File: config.mk
export PLATFORM = sky130hd
export DESIGN_NAME = stim_seq_gen
export DESIGN_NICKNAME = d
export VERILOG_FILES = /design/src/rtl/stim_seq_gen.sv
export SDC_FILE = /design/constraint.sdc
export NUM_CORES = 1
export LEC_CHECK = 0
export CELL_PAD_IN_SITES_DETAIL_PLACEMENT = 1
export CELL_PAD_IN_SITES_GLOBAL_PLACEMENT = 1
export CORE_MARGIN = 2
export CORE_UTILIZATION = 43
export CTS_CLUSTER_DIAMETER = 200
export DETAILED_ROUTE_END_ITERATION = 8
export PLACE_DENSITY = 0.84
export SETUP_SLACK_MARGIN = 0.5
export SLEW_MARGIN = 5
export SYNTH_ARGS = -nofsm -noshare
export SYNTH_HDL_FRONTEND = slang
export SYNTH_SLANG_ARGS = --single-unit
File: constraint.sdc
create_clock -name clk -period 3 [get_ports clk]
set_clock_uncertainty 0.05 [all_clocks]
set_input_delay 0.6 -clock clk [delete_from_list [all_inputs] [get_ports clk]]
set_output_delay 0.6 -clock clk [all_outputs]
set_load 0.02 [all_outputs]
File: src/rtl/stim_seq_gen.sv
// Stimulus sequencer for the lut_ff_mux golden/post-route pair.
// It runs a DUT reset phase, then four directed vectors, then N_RANDOM vectors
// from a Galois LFSR. Each vector is held for SETTLE cycles and then marked by
// a one-cycle cmp_valid strobe that the downstream checker consumes.
module stim_seq_gen #(
    parameter int          N_RANDOM   = 100,
    parameter int          SETTLE     = 1,
    parameter int          RST_CYCLES = 2,
    parameter int          DRAIN      = 5,
    parameter logic [15:0] LFSR_SEED  = 16'hACE1
) (
    input  logic       clk,
    input  logic       rst,
    input  logic       start,
    input  logic       hold,
    output logic [3:0] stim_in,
    output logic       stim_mux_sel,
    output logic       dut_rst,
    output logic       cmp_valid,
    output logic [7:0] vec_idx,
    output logic       busy,
    output logic       done
);

    // An all-zero LFSR would lock up, so a zero seed is replaced by 1.
    localparam logic [15:0] SEED     = (LFSR_SEED == 16'h0000) ? 16'h0001 : LFSR_SEED;
    localparam logic [7:0]  LAST_IDX = 8'(N_RANDOM + 3);
    localparam logic [3:0]  SETTLE_P = 4'(SETTLE);
    localparam logic [7:0]  RST_LAST = 8'(RST_CYCLES - 1);
    localparam logic [7:0]  DRN_LAST = 8'(DRAIN - 1);

    typedef enum logic [2:0] {
        S_IDLE,
        S_DUT_RST,
        S_DIRECTED,
        S_RANDOM,
        S_DRAIN,
        S_DONE
    } state_t;

    state_t      state_q, state_d;
    logic [3:0]  phase_q, phase_d;
    logic [7:0]  cnt_q, cnt_d;
    logic [7:0]  idx_q, idx_d;
    logic [15:0] lfsr_q, lfsr_d;
    logic [3:0]  in_q, in_d;
    logic        sel_q, sel_d;

    // One right-shift step of the Galois LFSR, taps 16'hB400.
    function automatic logic [15:0] lfsr_step(input logic [15:0] v);
        return {1'b0, v[15:1]} ^ (v[0] ? 16'hB400 : 16'h0000);
    endfunction

    // Directed vector table, packed as {sel, in[3:0]}.
    function automatic logic [4:0] dir_vec(input logic [1:0] i);
        case (i)
            2'd0:    return 5'b0_0100;
            2'd1:    return 5'b1_0100;
            2'd2:    return 5'b0_0001;
            default: return 5'b1_0001;
        endcase
    endfunction

    // State and datapath registers; rst returns everything to IDLE.
    always_ff @(posedge clk) begin
        if (rst) begin
            state_q <= S_IDLE;
            phase_q <= '0;
            cnt_q   <= '0;
            idx_q   <= '0;
            lfsr_q  <= SEED;
            in_q    <= '0;
            sel_q   <= 1'b0;
        end else begin
            state_q <= state_d;
            phase_q <= phase_d;
            cnt_q   <= cnt_d;
            idx_q   <= idx_d;
            lfsr_q  <= lfsr_d;
            in_q    <= in_d;
            sel_q   <= sel_d;
        end
    end

    // Next-state and output logic.
    always_comb begin
        state_d      = state_q;
        phase_d      = phase_q;
        cnt_d        = cnt_q;
        idx_d        = idx_q;
        lfsr_d       = lfsr_q;
        in_d         = in_q;
        sel_d        = sel_q;
        cmp_valid    = 1'b0;
        dut_rst      = 1'b0;
        busy         = 1'b1;
        done         = 1'b0;

        case (state_q)
            S_IDLE, S_DONE: begin
                busy = 1'b0;
                done = (state_q == S_DONE);
                if (start) begin
                    state_d = S_DUT_RST;
                    cnt_d   = '0;
                    idx_d   = '0;
                    lfsr_d  = SEED;
                    in_d    = '0;
                    sel_d   = 1'b0;
                end
            end

            // hold is deliberately ignored while the DUT is in reset.
            S_DUT_RST: begin
                dut_rst = 1'b1;
                if (cnt_q == RST_LAST) begin
                    state_d          = S_DIRECTED;
                    phase_d          = '0;
                    idx_d            = '0;
                    {sel_d, in_d}    = dir_vec(2'd0);
                end else begin
                    cnt_d = cnt_q + 8'd1;
                end
            end

            S_DIRECTED, S_RANDOM: begin
                // A held compare stays pending because phase stays at SETTLE.
                cmp_valid = !rst && !hold && (phase_q == SETTLE_P);
                if (!hold) begin
                    if (phase_q != SETTLE_P) begin
                        phase_d = phase_q + 4'd1;
                    end else begin
                        phase_d = '0;
                        if (state_q == S_DIRECTED) begin
                            if (idx_q[1:0] == 2'd3) begin
                                // First random vector uses the seed itself.
                                state_d = S_RANDOM;
                                idx_d   = 8'd4;
                                in_d    = lfsr_q[3:0];
                                sel_d   = lfsr_q[4];
                            end else begin
                                idx_d         = idx_q + 8'd1;
                                {sel_d, in_d} = dir_vec(idx_q[1:0] + 2'd1);
                            end
                        end else if (idx_q == LAST_IDX) begin
                            cnt_d   = '0;
                            state_d = (DRAIN == 0) ? S_DONE : S_DRAIN;
                        end else begin
                            lfsr_d = lfsr_step(lfsr_q);
                            idx_d  = idx_q + 8'd1;
                            in_d   = lfsr_d[3:0];
                            sel_d  = lfsr_d[4];
                        end
                    end
                end
            end

            S_DRAIN: begin
                if (!hold) begin
                    if (cnt_q == DRN_LAST) state_d = S_DONE;
                    else                   cnt_d   = cnt_q + 8'd1;
                end
            end

            default: begin
                state_d = S_IDLE;
            end
        endcase
    end

    assign stim_in      = in_q;
    assign stim_mux_sel = sel_q;
    assign vec_idx      = idx_q;

endmodule

==> impl_metrics.json <==
{
  "drc": 0,
  "critPathKind": "input pin to register",
  "setup_viol": 0,
  "synthCells": 307,
  "reg2regPathDepth": 8,
  "highest_layer": "met4",
  "worstMarginPinSlew_ns": 0.570,
  "critPathLaunchType": "input pin",
  "cellPowerDensity_mw_per_mm2": 758,
  "max-clock-path-buffers": 2,
  "groute.usage.overall_pct": 22.8,
  "synth_edf_count": 0,
  "ctsHoldBuffers": 0,
  "period_share_pct": 80.4,
  "fp.coreArea_mm2": 0.00551,
  "finalCriticalPeriod_ns": 2.41,
  "clock.fmax_mhz": 415,
  "path_cells": "dlygate4sd2_1, or4b_4, buf_4, a22oi_4, o211ai_4, or4b_1, a21oi_1",
  "grt_pass1_vias": 2329,
  "wl_met1_um": 3190,
  "via_per_inst": 5.92,
  "cts_num_sinks": 44,
  "cp.depth": 7,
  "drtPass1Iterations": 4,
  "async_flop_share_pct": 0,
  "ys_types": 51,
  "r2r_end": "vec_idx[5]",
  "layout.nets": 334,
  "fin_hold_ws_ns": 0.409,
  "chipHeight_um": 79.6,
  "cts_root_buf": "clkbuf_8",
  "hold_depth": 2,
  "grt_overflow": 0,
  "cts_made_buffers": 5,
  "dp_hpwl_um": 4490,
  "grt_pass1_wl_um": 11300,
  "start_util_pct": 44.6,
  "run_status": "finished, final reports clean",
  "yosysWarningCount": 0,
  "worstSetupEndpointType": "register",
  "antenna-diode-count": 0,
  "place_ws_ns": -0.0242,
  "place_congestion": 0.764,
  "ys_ff_latch": 44,
  "cp_slowest_cell": "or4b_1",
  "critPathBufInv": 2,
  "rsz0062_at_grt": "false",
  "cts.htree.levels": 2,
  "crit_start": "hold",
  "critical_path_required_ns": 3.19,
  "max_slew_margin_pct": 61.7,
  "crit_path_max_incr_delay_ns": 0.52,
  "die_w_um": 79.6,
  "wirelength_um": 6890,
  "path_clk_slew_ns": 0.09,
  "seq_area_frac_synth_pct": 35.9,
  "met2_length_um": 3410,
  "drive_gt1_share_pct": 12.3,
  "regToRegStartpoint": "phase_q[1]",
  "antenna_found_initial": 0,
  "fin_ws_ns": 0.588,
  "synth_fp_nets": 318,
  "cts_tree": "yes",
  "p_leak_nw": 1.04,
  "synthToLayoutAreaGrowth_pct": 17.9,
  "synth_flop_cell": "dfxtp_1",
  "reg2reg_slack_ns": 0.60,
  "hold_class": "register to register",
  "timing.critical_path.to": "vec_idx[5]",
  "peakVddDrop_uv": 347,
  "cp_max_fo": 6,
  "portBuffers": 20,
  "ant_nets": 0,
  "drt_iter0_markers": 148,
  "netlist_area_mm2": 0.00246,
  "crit_family": "simple AND/OR/NAND/NOR gates",
  "grt_max_degree": 47,
  "std_cell_rows": 27,
  "slew_viol_final": 0,
  "finalHoldViolCount": 0,
  "synth_area_per_cell_um2": 8.00,
  "arrival_ns": 2.60,
  "wl_per_cell_um": 17.4,
  "cap_viol_max_count": 0,
  "die_area_mm2": 0.00633,
  "met3_length_um": 216,
  "num_io_pins": 21,
  "vias": 2343,
  "clkLatencyLatePin_ns": 0.31
}
## layer usage
layer,vias to the layer above,global-route usage (%)
met5,-,0
met4,0,7.76
met3,7,4.19
met2,31,37.8
met1,1167,29.6
li1,1138,-
## cell families (layout without fill, tap and decap cells)
logic type	after synthesis	in the layout	synth area share (%)
muxes	7	7	2.85
AOI/OAI and AO/OA	79	80	21.2
xor gates and xnor gates	4	4	1.43
and+or+nand+nor	131	131	28.9
buffers and inverters	35	51	6.11
DFF	44	44	35.9
adders and majority gates	7	7	3.57
## worst min-delay path, cell delays in order (launching register included)
cell and delay (ns):
dfxtp_1 0.32, nand2_1 0.05, a21oi_1 0.05
## area by class of cell
type	instances	area [um2]
fillers	663	2610
clock buffers	5	68.8
clock inverters	3	42.5
repair buffers	34	302
well taps	72	90.1
inverters	9	33.8
flip-flops and latches	44	886
multi-input cells	229	1470
## stage by stage
step | power, W | setup TNS (ns) | cells | util (%) | area, um2
detailed placement | 0.00162 | -0.0242 | 384 | 49.3 | 2710
floorplan | 0.00137 | 0 | 307 | - | 2460
global route | 0.00233 | 0 | 396 | 52.6 | 2900
CTS | 0.00219 | 0 | 396 | 52.1 | 2870
global placement | 0.00159 | -0.0244 | 384 | 49.3 | 2710
finish | 0.00220 | 0 | 396 | 52.6 | 2900
## cell usage after synthesis, types with 2 or more instances
cell      instances  area, um2
a21oi_1          26        130
a31oi_1           9       56.3
a32o_1            7       70.1
and2_1            4       25.0
and2b_1           2       15.0
and3_1            9       56.3
and4b_1           2       20.0
buf_1             5       18.8
buf_2             6       30.0
clkbuf_1         13       48.8
dfxtp_1          44        881
ha_1              7       87.6
inv_1             9       33.8
mux2i_1           7       70.1
nand2_1          22       82.6
nand2b_1          5       31.3
nand3_1          19       95.1
nor2_1           28        105
nor2b_1           3       18.8
nor3_1           11       55.1
nor3b_1           5       37.5
nor4_1            2       12.5
nor4bb_1          3       30.0
o211ai_1          4       30.0
o21ai_0          20        100
or2_2             2       12.5
or3_1             4       25.0
or4_1             2       15.0
or4b_1            3       30.0
xnor2_1           3       26.3
## power breakdown
part           internal (W)  leakage (nW)  switching, W  total, W
sequential         0.000627         0.357     0.0000658  0.000692
combinational      0.000408         0.626      0.000627   0.00103
clock              0.000247        0.0541      0.000223  0.000469
## cell usage in the layout (no fill, tap or decap), types with 2 or more instances in the layout
cell / n
nand2b_1: 5
and2_1: 4
and4b_1: 2
buf_4: 14
mux2i_1: 7
dfxtp_1: 40
clkdlybuf4s50_1: 17
nand3_1: 19
or3_1: 4
a32o_1: 7
nor4_1: 2
or4b_1: 3
nor2_1: 28
a21oi_2: 2
o211ai_1: 4
ha_1: 6
xnor2_1: 2
nor4bb_1: 3
nor2b_1: 3
and2b_1: 2
o211ai_4: 2
and3_1: 9
clkbuf_8: 5
a21oi_1: 24
nand2_1: 22
inv_1: 9
or2_2: 2
nor3_1: 11
nor3b_1: 5
dfxtp_2: 4
a31oi_1: 8
o21ai_0: 20
## flip-flops by register name, summed over array words and instances (netlist names)
register	count
lfsr_q	16
cnt_q	8
vec_idx	8
phase_q	4
stim_in	4
state_q	3
stim_mux_sel	1
## what timing repair did
action                                  4_1_cts  5_1_grt
cloned                                        1        0
gates resized for setup                      10        8
pin swaps                                     4        1
buffers inserted                              3        0
endpoints found under the setup margin       11       15
## worst min-delay path by stage
stage,start,end
after floorplan,lfsr_q[8],lfsr_q[8]
after global routing,stim_mux_sel,stim_mux_sel
after CTS,stim_mux_sel,stim_mux_sel
after global placement,lfsr_q[12],lfsr_q[12]
after detailed placement,stim_mux_sel,stim_mux_sel
final,stim_mux_sel,stim_mux_sel
Power figures use the tool's default switching activity.
